## src/rtl/carfield_ext_mst_arb.sv

```systemverilog
// carfield_ext_mst_arb
// --------------------
// Burst-locked round-robin arbiter that funnels the external master ports of
// the safety island, PULP cluster and Spatz cluster onto one serial-link
// master. A grant is taken in IDLE, held for the whole burst in LOCKED, and
// released on the last-beat handshake. The number of bursts whose response is
// still pending is tracked, and no new grant is issued once MaxOutst is reached.
//
// Build option:
//   CARFIELD_EXT_MST_ARB_SAFED_PRIO_EN - when defined, requester 0 (safety
//   island) wins every IDLE arbitration it takes part in; the rest share
//   round robin. When undefined, all requesters are in pure round robin.
//
// Ports:
//   clk_i, rst_ni  clock (rising edge), asynchronous active-low reset
//   req_valid_i    per-requester beat valid
//   req_data_i     per-requester beat payload
//   req_last_i     per-requester last beat of burst
//   req_ready_o    per-requester beat accepted (only the locked one can be high)
//   mst_valid_o    muxed beat valid toward the serial link
//   mst_ready_i    serial link accepts the beat
//   mst_data_o     muxed payload
//   mst_last_o     muxed last flag
//   mst_idx_o      index of the granted requester (held between bursts)
//   rsp_done_i     one-cycle pulse: one burst response completed
//   outst_o        bursts issued whose response is still pending
//   busy_o         LOCKED, or responses still pending
//   dbg_state_o    FSM state (0 IDLE, 1 LOCKED)
//
// Handshake: a beat transfers on a rising edge where mst_valid_o and
// mst_ready_i are both high; req_ready_o of the locked requester mirrors
// mst_ready_i, so the requester-side and master-side transfers are the same
// event. Valid may drop mid-burst; the lock is kept without timeout.

module carfield_ext_mst_arb #(
  parameter int NumReq    = 3,
  parameter int DataWidth = 64,
  parameter int MaxOutst  = 8,
  localparam int IdxW     = (NumReq > 1) ? $clog2(NumReq) : 1,
  localparam int OutW     = $clog2(MaxOutst + 1)
) (
  input  logic                               clk_i,
  input  logic                               rst_ni,
  input  logic [NumReq-1:0]                  req_valid_i,
  input  logic [NumReq-1:0][DataWidth-1:0]   req_data_i,
  input  logic [NumReq-1:0]                  req_last_i,
  output logic [NumReq-1:0]                  req_ready_o,
  output logic                               mst_valid_o,
  input  logic                               mst_ready_i,
  output logic [DataWidth-1:0]               mst_data_o,
  output logic                               mst_last_o,
  output logic [IdxW-1:0]                    mst_idx_o,
  input  logic                               rsp_done_i,
  output logic [OutW-1:0]                    outst_o,
  output logic                               busy_o,
  output logic                               dbg_state_o
);

  typedef enum logic {
    IDLE   = 1'b0,
    LOCKED = 1'b1
  } state_e;

  state_e          state_q, state_d;
  logic [IdxW-1:0] rr_ptr_q, rr_ptr_d;
  logic [IdxW-1:0] idx_q, idx_d;
  logic [OutW-1:0] outst_q, outst_d;

  logic            gnt_found;
  logic [IdxW-1:0] gnt_idx;
  logic [IdxW-1:0] cand;
  logic            can_issue;
  logic            last_hs;
  logic            dec;

  // Round-robin search: start one past the last winner and wrap at NumReq-1.
  always_comb begin
    gnt_found = 1'b0;
    gnt_idx   = '0;
    cand      = '0;
    for (int k = 1; k <= NumReq; k++) begin
      cand = IdxW'((int'(rr_ptr_q) + k) % NumReq);
      if (!gnt_found && req_valid_i[cand]) begin
        gnt_found = 1'b1;
        gnt_idx   = cand;
      end
    end
`ifdef CARFIELD_EXT_MST_ARB_SAFED_PRIO_EN
    // Safety island overrides the rotation whenever it asks.
    if (req_valid_i[0]) begin
      gnt_found = 1'b1;
      gnt_idx   = '0;
    end
`endif
  end

  assign can_issue = (outst_q < OutW'(MaxOutst));

  always_comb begin
    state_d     = state_q;
    rr_ptr_d    = rr_ptr_q;
    idx_d       = idx_q;
    mst_valid_o = 1'b0;
    mst_last_o  = 1'b0;
    req_ready_o = '0;
    last_hs     = 1'b0;
    mst_data_o  = req_data_i[idx_q];

    unique case (state_q)
      IDLE: begin
        if (gnt_found && can_issue) begin
          state_d = LOCKED;
          idx_d   = gnt_idx;
        end
      end
      LOCKED: begin
        mst_valid_o        = req_valid_i[idx_q];
        mst_last_o         = req_last_i[idx_q];
        req_ready_o[idx_q] = mst_ready_i;
        if (mst_valid_o && mst_ready_i && mst_last_o) begin
          last_hs  = 1'b1;
          state_d  = IDLE;
          rr_ptr_d = idx_q;
        end
      end
      default: state_d = IDLE;
    endcase
  end

  // A response can only retire a burst that is actually pending; a
  // simultaneous issue and retire leave the count unchanged.
  always_comb begin
    outst_d = outst_q;
    dec     = rsp_done_i && (outst_q != '0);
    if (last_hs && !dec) begin
      outst_d = outst_q + OutW'(1);
    end else if (!last_hs && dec) begin
      outst_d = outst_q - OutW'(1);
    end
  end

  always_ff @(posedge clk_i or negedge rst_ni) begin
    if (!rst_ni) begin
      state_q  <= IDLE;
      rr_ptr_q <= IdxW'(NumReq - 1);
      idx_q    <= '0;
      outst_q  <= '0;
    end else begin
      state_q  <= state_d;
      rr_ptr_q <= rr_ptr_d;
      idx_q    <= idx_d;
      outst_q  <= outst_d;
    end
  end

  assign mst_idx_o   = idx_q;
  assign outst_o     = outst_q;
  assign busy_o      = (state_q == LOCKED) || (outst_q != '0);
  assign dbg_state_o = (state_q == LOCKED);

endmodule

```

## config.mk

```make
export PLATFORM = sky130hd
export DESIGN_NAME = carfield_ext_mst_arb
export DESIGN_NICKNAME = d
export VERILOG_FILES = /design/src/rtl/carfield_ext_mst_arb.sv
export SDC_FILE = /design/constraint.sdc
export NUM_CORES = 1
export LEC_CHECK = 0
export ABC_CLOCK_PERIOD_IN_PS = 5350
export CAP_MARGIN = 10
export CELL_PAD_IN_SITES_DETAIL_PLACEMENT = 1
export CELL_PAD_IN_SITES_GLOBAL_PLACEMENT = 2
export CORE_MARGIN = 8
export CORE_UTILIZATION = 11
export DETAILED_ROUTE_END_ITERATION = 12
export PLACE_DENSITY = 0.88
export SLEW_MARGIN = 10
export SYNTH_ARGS = -nofsm -noshare
export SYNTH_HDL_FRONTEND = slang
export SYNTH_SLANG_ARGS = --single-unit
```

## constraint.sdc

```tcl
create_clock -name clk_i -period 5.35 [get_ports clk_i]
set_clock_uncertainty 0.1 [all_clocks]
set_input_delay 0.8025 -clock clk_i [delete_from_list [all_inputs] [get_ports clk_i]]
set_output_delay 0.8025 -clock clk_i [all_outputs]
set_load 0.02 [all_outputs]
```

# Word level (Yosys, flattened, before mapping)
# Cells that the tools add are included.
# totals
input_bits	202
register_bits	9
# classes
order_cmp	6
muxes	30
add_sub_neg	5
div	3
n_reduce_logical	18
bitwise	2
# ops
op	n
$bmux W64 S2	1
$mod A32 B3 Y32 const B	3
$mux W64	1
$mux W1	15
$lt A2 B3 Y1 const B	4
$bmux W1 S2	5
$logic_and A1 B1 Y1	9
$mux W4	2
$add A2 B2 Y3 const B	2
$mux W2	3
$add A4 B1 Y4 const B	1
$logic_not A1 Y1	4
$lt A4 B4 Y1 const B	1
$reduce_and A2 Y1	2
$reduce_bool A4 Y1	1
$sub A4 B1 Y4 const B	1
$add A2 B1 Y3 const B	1
$and A3 B3 Y3	1
$mux W3	1
$demux W1 S2	1
$ge A2 B1 Y1 const B	1
$pmux W1 S2	1
$reduce_bool A2 Y1	1
$logic_or A1 B1 Y1	1
$not A1 Y1	1

# Logic depth before layout (Yosys ltp)
# depth
ltp_word	14
mapped_depth	11

# Least setup slack after synthesis
# Ideal clock, no wire load.
# synth_path
path_kind	input to register
start	input req_valid_i[1]
end	register outst_q[3] (netlist: outst_o[3])
n_path_buf	0
setup_ns	0.080
stages	10
t_arrival_ns	2.465
required_ns	5.170
slack_ns	2.704
cell_sequence	mux2i_1 a2bb2oi_2 nor3_4 ha_1 inv_1 ha_1 a21o_1 a21oi_1 mux2i_1 xnor2_1
# synth_via
elab_chain_cells	9
word_cells_on_any_way	11
# synth_lines
element	line	rtl
from (decl)	44	input logic [NumReq-1:0] req_valid_i,
$bmux W1 S2 *	117	mst_valid_o = req_valid_i[idx_q];
$mux W1 (implied by the code) *	117	
$logic_and A1 B1 Y1 * (2 in series)	120	if (mst_valid_o && mst_ready_i && mst_last_o) begin
$mux W1 *	120	
$mux W1 *	109	unique case (state_q)
net last_hs	73	logic last_hs;
$logic_not A1 Y1	137	end else if (!last_hs && dec) begin
$logic_and A1 B1 Y1	137	
$reduce_bool A2 Y1 (no line)	--	
to (signal assigned)	152	outst_q <= outst_d;
to (decl)	67	logic [OutW-1:0] outst_q, outst_d;
# Mark *: on every way through the listed nets, which the timed path passes. The rest lies on a longest branch. The select of a mux whose other input is x is not followed.
# A chain may end at the register's enable or synchronous reset.

# Worst setup path in the final report
# layout_path
start	register idx_q[0] (netlist: mst_idx_o[0])
end	output mst_data_o[25]
# layout_via
elab_chain_cells	2
# layout_lines
element	line	rtl
from (decl)	66	logic [IdxW-1:0] idx_q, idx_d;
from (signal assigned)	151	idx_q <= idx_d;
$bmux W64 S2	107	mst_data_o = req_data_i[idx_q];
$mux W64 (implied by the code)	107	
to (decl)	50	output logic [DataWidth-1:0] mst_data_o,
# Every way passes these cells. The select of a mux whose other input is x is not followed.

==> results.yml <==
placement:
  place_congestion: 0.7539
  dp.final_hpwl_mm: 10.89
  numPortBuffers: 278
floorplan:
  die_h_um: 152.2
  num_rows: 50
  ios: 279
  die_w_um: 152.2
  design.core.area_um2: 18460
  die_outline_area_um2: 23150
  initial_core_util: 0.1105
sta:
  maxSlewViolCount: 0
  setup_violating_endpoint_count_in_the_final_report: 0
  finalHoldViolCount: 0
  fin_hold_ws_ns: 0.4638
  least_margin_pin_slew_ns: 0.8268
  relative_slew_margins: 0.4488
  period_minus_slack_ns: 3.766
  rsz0062_at_grt: "false"
  fmax_mhz: 265.5
  totalNegativeSetupSlack_ns: 0
  post-route-period-util: 0.7040
flow_run:
  cap_violations: 0
cts:
  h-tree-depth: 1
  clkTransAtPathRegs_ns: 0.04
  cts-resized-gates: 0
  clock_latency_ns: 0.24
  cts.sink_count: 9
  cts-hold-fix-buffers: 0
  cts_setup_buffers: 0
  clk_root_buffer_cell: "clkbuf_16"
  cts-root-to-sink-buffers: 2
  clock_tree_from_tritoncts: "yes"
  cts_buffers: 3
hold_path:
  hold_class: "flop to flop"
critical_path:
  cp_top_family: "buffers and inverters"
  crit_path_end_kind: "primary output"
  worstPathMaxFanout: 58
  setup.worst_path.start_class: "flop"
  crit_path_max_incr_delay_ns: 0.68
  cp_data_arrival_time_ns: 2.86
  cp_num_buf_inv: 2
  crit_slowest_cell: "dfrtp_4"
  setup.worst_path.class: "flop to primary output"
  reg2reg_slack_ns: 1.76
  path_cells: "and2b_2 -> buf_4 -> nand2_1 -> o21ai_1 -> clkdlybuf4s50_1"
  timing.critical_path.required_ns: 4.45
global_route:
  grt_antenna_before_repair: 0
  grt_first_pass_wirelength_mm: 20.22
  maximum_number_of_pins_on_one_net_before_global_route_repair: 72
  globalRoute.totalOverflow: 0
  first_global_vias: 3435
  globalRouteTotalUtil: 0.1076
route:
  drt_first_iter_violations: 112
  post-route-drc-count: 0
  drt_first_pass_iters: 4
  ant_nets: 0
  vias_per_cell: 3.933
  route.top_layer_used: "met4"
  routed_length_per_placed_instance_um: 16.79
  detailed_routed_wire_length_on_met3_mm: 1.031
  met2_length_mm: 6.749
  met1_length_mm: 5.382
  routed_wirelength_mm: 13.20
  num_vias: 3091
layout:
  insertedDiodeCount: 0
  final_net_count: 762
  layout.cells.most_common: "clkdlybuf4s50_1"
  drive_above_1_share: 0.02355
  flow.area_growth_from_synthesis_pct: 150.6
  layout.cells.most_common_list: "clkdlybuf4s50_1, nand2_1, mux2i_1"
pwr:
  peak_supply_drop_mv: 0.2928
  static-leakage-power_uw: 0.001887
  power_per_cell_area_nw_per_um2: 427.2
yosys:
  postSynthNetCount: 499
  ys_seq_area_frac: 0.1110
  synth.ff_latch_count: 9
  most_instantiated_flip_flop_cell_in_the_synthesis_netlist: "dfrtp_1"
  post_synth_num_cell_types: 32
  synth-warning-count: 0
  netlist_instances: 290
  ffs_w_async_s_r_synth: 1.000
  synth_edf_count: 0
  synthesis.area_per_instance_um2: 7.033
  cell_area_after_synthesis_um2: 2039
status:
  status: "complete, no violations"
path summary, 6_finish.rpt:
| check | start | to | cells after the start |
|---|---|---|---|
| min in group asynchronous | rst_ni | dbg_state_o | 1 |
| worst max register to register | mst_idx_o[0] | outst_o[3] | 11 |
| worst max-delay path | mst_idx_o[0] | mst_data_o[25] | 5 |
| worst min-delay path | outst_o[3] | outst_o[3] | 1 |
| worst min register to register | outst_o[3] | outst_o[3] | 1 |
| max in group asynchronous | rst_ni | mst_idx_o[0] | 1 |
flip-flops by register name (all words and copies together) (netlist names):
register and flops:
rr_ptr_q 2, outst_o 4, dbg_state_o 1, mst_idx_o 2
where the power goes:
part / switching, uW / internal (uW) / total (uW) / leakage [uW]
combinational: 945 / 911 / 1860 / 0.00174
clock: 34.8 / 99.9 / 135 / 0.0000382
sequential: 85.3 / 107 / 192 / 0.000104
cells in the mapped netlist, drive strengths merged (2+ instances only):
| master | instances | share of area |
|---|---|---|
| dfrtp | 8 | 0.098 |
| xnor2 | 3 | 0.013 |
| mux2 | 3 | 0.017 |
| inv | 6 | 0.011 |
| nor3 | 3 | 0.013 |
| mux2i | 69 | 0.34 |
| ha | 6 | 0.037 |
| o21ai | 69 | 0.17 |
| clkbuf | 7 | 0.013 |
| nor2b | 2 | 0.0061 |
| nand2b | 2 | 0.0061 |
| nand2 | 69 | 0.13 |
| a21oi | 2 | 0.0049 |
| nor2 | 7 | 0.013 |
| nor3b | 2 | 0.0074 |
| a22oi | 2 | 0.0074 |
| a2bb2oi | 2 | 0.015 |
| buf | 16 | 0.042 |
| a32o | 2 | 0.0098 |
stage by stage:
step | cells | cell area (um2) | util | setup slack, ns | total power, uW
2_1_floorplan | 290 | 2039 | - | 2.704 | 1219
3_3_place_gp | 782 | 5032 | 0.2727 | 1.756 | 2072
3_5_place_dp | 782 | 5032 | 0.2727 | 1.686 | 2087
4_1_cts | 786 | 5111 | 0.2769 | 1.515 | 2234
5_1_grt | 786 | 5111 | 0.2769 | 1.370 | 2352
6_report | 786 | 5111 | 0.2769 | 1.584 | 2183
routing by layer:
metal | vias to the layer above | global-route usage
met2 | 135 | 0.1998
met5 | - | 0
li1 | 1546 | -
met4 | 0 | 0.007615
met3 | 2 | 0.03006
met1 | 1408 | 0.1249
layout make-up:
class,count,area (um2)
Clock buffer,4,78.83
Timing Repair Buffer,281,2805
Tap cell,234,292.8
Fill cell,2192,13340
Multi-Input combinational cell,252,1680
Sequential cell,9,231.5
Inverter,6,22.52
logic make-up after synthesis:
family	count (synthesis)	share of synthesized area
buffers and inverters	29	0.06564
flip-flops	9	0.1110
AO/OA/AOI/OAI	82	0.2258
AND/OR/NAND/NOR	88	0.1828
XOR/XNOR	3	0.01289
adder cells (fa/ha/maj)	7	0.04663
multiplexers	72	0.3552
Power figures use the tool's default switching activity.
